<file path="config.mk">
export PLATFORM = sky130hd
export DESIGN_NAME = uart_rx_ctrl
export DESIGN_NICKNAME = d
export VERILOG_FILES = /design/src/rtl/uart_rx_ctrl.sv
export SDC_FILE = /design/constraint.sdc
export NUM_CORES = 1
export LEC_CHECK = 0
export ABC_AREA = 1
export CAP_MARGIN = 20
export CORE_MARGIN = 2
export CORE_UTILIZATION = 30
export CTS_CLUSTER_DIAMETER = 120
export DETAILED_ROUTE_END_ITERATION = 10
export PLACE_DENSITY = 0.5
export SLEW_MARGIN = 10
export SYNTH_ARGS = -nofsm -noshare
export SYNTH_HDL_FRONTEND = slang
export SYNTH_SLANG_ARGS = --single-unit
</file>
<file path="constraint.sdc">
create_clock -name clk_i -period 1.9 [get_ports clk_i]
set_input_delay 0.475 -clock clk_i [delete_from_list [all_inputs] [get_ports clk_i]]
set_output_delay 0.475 -clock clk_i [all_outputs]
set_load 0.05 [all_outputs]
</file>
<file path="src/rtl/uart_rx_ctrl.sv">
// UART receive sequencer: start detect, bit-centre sampling, LSB-first deserialise, result pulse.
// Build option UART_RX_MAJORITY_VOTE_EN selects a 2-of-3 vote around the bit centre.
module uart_rx_ctrl #(
  parameter int PRESCALE = 16
) (
  input  logic       clk_i,
  input  logic       rst_i,
  input  logic       os_tick_i,
  input  logic       rx_in_i,
  input  logic       par_en_i,
  input  logic       parity_error_i,
  input  logic       stop_error_i,
  output logic       ser_bit_o,
  output logic       sample_tick_o,
  output logic       ass_en_o,
  output logic       stop_en_o,
  output logic [7:0] data_o,
  output logic       data_valid_o,
  output logic       frame_err_o,
  output logic       busy_o
);

  localparam int CW = $clog2(PRESCALE);
  localparam logic [CW-1:0] CNT_LAST = CW'(PRESCALE - 1);
  localparam logic [CW-1:0] CNT_CTR  = CW'(PRESCALE / 2 - 1);

  typedef enum logic [2:0] {
    S_IDLE,
    S_START,
    S_DATA,
    S_PARITY,
    S_STOP,
    S_CHECK
  } state_t;

  state_t          state_q, state_d;
  logic [CW-1:0]   os_cnt_q, os_cnt_d;
  logic [2:0]      bit_cnt_q, bit_cnt_d;
  logic            par_en_q, par_en_d;
  logic [7:0]      data_q, data_d;
  logic            ser_bit_q, ser_bit_d;
  logic            sample_tick_q, sample_tick_d;

  logic            bit_end;
  logic            samp_evt;
  logic            samp_val;

  assign bit_end = os_tick_i && (os_cnt_q == CNT_LAST);

`ifdef UART_RX_MAJORITY_VOTE_EN
  localparam logic [CW-1:0] CNT_PRE  = CW'(PRESCALE / 2 - 2);
  localparam logic [CW-1:0] CNT_POST = CW'(PRESCALE / 2);

  logic vote_a_q;
  logic vote_b_q;

  always_ff @(posedge clk_i or posedge rst_i) begin
    if (rst_i) begin
      vote_a_q <= 1'b0;
      vote_b_q <= 1'b0;
    end else begin
      if (os_tick_i && (os_cnt_q == CNT_PRE)) vote_a_q <= rx_in_i;
      if (os_tick_i && (os_cnt_q == CNT_CTR)) vote_b_q <= rx_in_i;
    end
  end

  // Third vote is the live line value on the tick after the centre.
  assign samp_evt = os_tick_i && (os_cnt_q == CNT_POST);
  assign samp_val = (vote_a_q & vote_b_q) | (vote_a_q & rx_in_i) | (vote_b_q & rx_in_i);
`else
  assign samp_evt = os_tick_i && (os_cnt_q == CNT_CTR);
  assign samp_val = rx_in_i;
`endif

  always_ff @(posedge clk_i or posedge rst_i) begin
    if (rst_i) begin
      state_q       <= S_IDLE;
      os_cnt_q      <= '0;
      bit_cnt_q     <= '0;
      par_en_q      <= 1'b0;
      data_q        <= 8'h00;
      ser_bit_q     <= 1'b0;
      sample_tick_q <= 1'b0;
    end else begin
      state_q       <= state_d;
      os_cnt_q      <= os_cnt_d;
      bit_cnt_q     <= bit_cnt_d;
      par_en_q      <= par_en_d;
      data_q        <= data_d;
      ser_bit_q     <= ser_bit_d;
      sample_tick_q <= sample_tick_d;
    end
  end

  always_comb begin
    state_d       = state_q;
    os_cnt_d      = os_cnt_q;
    bit_cnt_d     = bit_cnt_q;
    par_en_d      = par_en_q;
    data_d        = data_q;
    ser_bit_d     = ser_bit_q;
    sample_tick_d = 1'b0;
    ass_en_o      = 1'b0;
    stop_en_o     = 1'b0;
    data_valid_o  = 1'b0;
    frame_err_o   = 1'b0;
    busy_o        = (state_q != S_IDLE);

    if (os_tick_i && (state_q != S_IDLE)) begin
      os_cnt_d = bit_end ? '0 : os_cnt_q + 1'b1;
    end

    case (state_q)
      S_IDLE: begin
        os_cnt_d = '0;
        if (os_tick_i && !rx_in_i) begin
          state_d  = S_START;
          par_en_d = par_en_i;
        end
      end
      S_START: begin
        // A high sample at the start-bit centre means the falling edge was a glitch.
        if (samp_evt && samp_val) begin
          state_d = S_IDLE;
        end else if (bit_end) begin
          state_d   = S_DATA;
          bit_cnt_d = '0;
        end
      end
      S_DATA: begin
        if (samp_evt) begin
          sample_tick_d = 1'b1;
          ser_bit_d     = samp_val;
          data_d        = {samp_val, data_q[7:1]};
        end
        if (bit_end) begin
          bit_cnt_d = bit_cnt_q + 3'd1;
          if (bit_cnt_q == 3'd7) state_d = par_en_q ? S_PARITY : S_STOP;
        end
      end
      S_PARITY: begin
        ass_en_o = 1'b1;
        if (samp_evt) begin
          sample_tick_d = 1'b1;
          ser_bit_d     = samp_val;
        end
        if (bit_end) state_d = S_STOP;
      end
      S_STOP: begin
        stop_en_o = 1'b1;
        if (samp_evt) begin
          sample_tick_d = 1'b1;
          ser_bit_d     = samp_val;
        end
        // Leave right after the stop strobe so the next start edge is caught early.
        if (sample_tick_q) state_d = S_CHECK;
      end
      S_CHECK: begin
        if (stop_error_i || (par_en_q && parity_error_i)) frame_err_o = 1'b1;
        else                                               data_valid_o = 1'b1;
        state_d = S_IDLE;
      end
      default: state_d = S_IDLE;
    endcase
  end

  assign ser_bit_o     = ser_bit_q;
  assign sample_tick_o = sample_tick_q;
  assign data_o        = data_q;

endmodule

</file>
==> flow_summary_export.csv <==
group,metric,value,unit
run_status,outcome,"finished clean",
timing,fin_worst_skew,0.0008737,ns
min_path,min_path_type,"flop to flop",
timing,hold_viol,0,
detailed_routing,route.vias.total,970,
critical_path,worstPathRequired,1.42,ns
cts,htreeDepth,1,
detailed_routing,wl_per_cell,10.53,um
floorplan,fp.dieH,65.27,um
critical_path,critical_path_arrival,1.35,ns
grt,grt_pass1_vias,983,
timing,setup_viol,0,
timing,fin_crit_sh,95.84,%
placed_design,gp_congestion,0.8035,
power,internal-power,0.001042,W
detailed_routing,viasPerCell,4.450,
synth,syn_inst,143,
timing,slew_headroom,80.34,%
power,ir_drop,0.4994,mV
detailed_routing,drtIter0Drc,36,
floorplan,core,0.003633,mm2
cts,cts_buffers,3,
detailed_routing,routed_wl,2296,um
cts,cts_sinks,21,
floorplan,io-pin-count,22,
timing,rsz0062_at_grt,"yes",
cts,cts_tree,"built",
timing,whs,0.4854,ns
power,combPwrFrac,52.0,%
layout,diodes,0,
layout,final_util,40.84,%
detailed_routing,drc,0,
critical_path,crit_path_max_fanout,7,
layout,syn2layout_area_growth,31.78,%
critical_path,path_class,"flop to output pin",
timing,tightest_slew,0.2937,ns
synth,synth_area,0.001126,mm2
critical_path,crit_path_start_kind,"flop",
power,pwr-share-seq,33.2,%
synth,syn_nets,153,
floorplan,die_x,65.27,um
timing,fin_crit,1.821,ns
critical_path,critPathCaptureType,"output pin",
power,switching_share,46.41,%
cts,clockBufferDepth,2,
critical_path,crit_chain,"inv_2, nand2_1, nor2_2, inv_1, buf_4",
job,drv_cap,0,
critical_path,slowest_stage,"dfrtp_2",
grt,grt_antenna_before_repair,0,
timing,fmax,0.5492,GHz
cts,clkSlewWorstSetupHoldPaths,0.07,ns
floorplan,die_area,0.004260,mm2
cts,cts_root_buffer,"clkbuf_8",
grt,grt_pass1_wl,4133,um
layout,drive_above_1_share,24.71,%
placed_design,place.port_buffers,21,
power,power_switching,0.0009023,W
critical_path,slowest_delay,0.47,ns
floorplan,placementRows,22,
synth,ys_seq_area_share,46.67,%
grt,gr-usage-all-layers,12.39,%
detailed_routing,postRouteAntennaNets,0,
cts,clk_latency,0.26,ns
grt,grt_max_degree,22,
power,p_leak,0.7795,nW
detailed_routing,drtPass1Iterations,4,
synth,synth_cell_types,18,
floorplan,initial_core_util,30.99,%
grt,grt_overflow,0,
synth,synth.avg_cell_area,7.875,um2
layout,nFillCells,391,
power,p_per_area,1310,mW/mm2
placed_design,hpwlAfterDp,1800,um
synth,yosys_warnings,0,
timing,final_max_slew_viol_count,0,
synth,synth-seq-cells,21,
cts,holdBufCountCts,0,
power,power_frac_clock,14.8,%
layout,fin_nets,181,
-- power by group through the flow --
stage,clock [W],combinational (W),sequential (W)
after floorplan,0,0.000608,0.000727
after global placement,0,0.000993,0.000644
after detailed placement,0,0.000998,0.000646
after CTS,0.000299,0.00101,0.000637
after global routing,0.000323,0.00113,0.000661
final,0.000287,0.00101,0.000646
-- per-layer routing --
metal | up-vias | track usage, % | share of wire (%) | routed length (um)
li1 | 501 | - | - | -
met1 | 444 | 15.74 | 47 | 1082
met2 | 23 | 20.03 | 47 | 1069
met3 | 2 | 3.767 | 5.2 | 120
met4 | 0 | 4.167 | 1.0 | 24
met5 | - | 0 | 0 | 0
-- Yosys cell counts, drive strengths merged --
cell / count / share of area (%)
ha: 3 / 3.3
dfrtp: 21 / 47
nand2: 39 / 13
a22oi: 1 / 0.67
a21oi: 6 / 3.7
o21ai: 13 / 7.4
inv: 24 / 8.0
buf: 1 / 1.0
xor2: 1 / 0.78
nand3: 13 / 6.9
nor2: 21 / 8.6
-- layout by cell type (no fill, tap or decap), drive strengths merged --
master and instances:
o21ai 13, buf 18, xor2 1, nand2 39, ha 3, a21oi 6, a22oi 1, inv 24
dlymetal6s2s 2, nand3 13, dfrtp 21, clkbuf 4, clkdlybuf4s50 4, nor2 21
-- critical path: cells and delay by family, from the launching register on --
family                 cells  cell delay, ns
flip-flops                 1            0.47
buffers and inverters      3            0.36
AND/OR/NAND/NOR            2            0.25
-- layout make-up --
class	instances	area (um2)	share of cell area [%]
repair buffers	24	250.2	16.86
flip-flops and latches	21	528.0	35.58
well taps	48	60.06	4.047
multi-input cells	97	510.5	34.40
inverters	24	90.09	6.071
clock buffers	4	45.04	3.035
-- flip-flops by register name, indices dropped and copies added, names as in the netlist --
| signal | count |
|---|---|
| os_cnt_q | 4 |
| state_q | 3 |
| par_en_q | 1 |
| bit_cnt_q | 3 |
| ser_bit_o | 1 |
| data_o | 8 |
| sample_tick_o | 1 |
-- path summary, 6_finish.rpt --
check / from / endpoint / slack, ns / cells past startpoint
setup / recovery: state_q[0]$_DFFE_PP0P_ / busy_o / 0.08 / 5
hold / removal: bit_cnt_q[1]$_DFFE_PP0P_ / bit_cnt_q[1]$_DFFE_PP0P_ / 0.49 / 2
setup reg to reg: os_cnt_q[0]$_DFFE_PP0P_ / bit_cnt_q[0]$_DFFE_PP0P_ / 0.43 / 9
hold reg to reg: bit_cnt_q[1]$_DFFE_PP0P_ / bit_cnt_q[1]$_DFFE_PP0P_ / 0.49 / 2
max in group asynchronous: rst_i / state_q[2]$_DFFE_PP0P_ / 1.13 / 3
min in group asynchronous: rst_i / data_o[1]$_DFFE_PP0P_ / 0.54 / 3
-- metrics by stage --
| stage | instance area, um2 | instances | worst slack (ns) | total power (W) | TNS (ns) |
|---|---|---|---|---|---|
| after floorplan | 1126 | 143 | 0.09674 | 0.001335 | 0 |
| after global placement | 1420 | 214 | 0.006244 | 0.001637 | 0 |
| after detailed placement | 1420 | 214 | -0.03550 | 0.001644 | -0.03550 |
| after CTS | 1468 | 218 | 0.01065 | 0.001943 | 0 |
| after global routing | 1484 | 218 | -0.01883 | 0.002110 | -0.01883 |
| final | 1484 | 218 | 0.07910 | 0.001944 | 0 |
-- timing repair --
item,CTS,global route
pin swaps,0,2
setup buffers,0,0
resized for setup,1,7
endpoints found under the setup margin,1,4
-- kinds of logic after synthesis --
| group | Yosys count | share of synthesized area [%] |
|---|---|---|
| buffers and inverters | 25 | 9.000 |
| DFF | 21 | 46.67 |
| and+or+nand+nor | 73 | 28.44 |
| xor gates and xnor gates | 1 | 0.7779 |
| adders and majority gates | 3 | 3.334 |
| AOI/OAI and AO/OA | 20 | 11.78 |
Power figures use the tool's default switching activity.
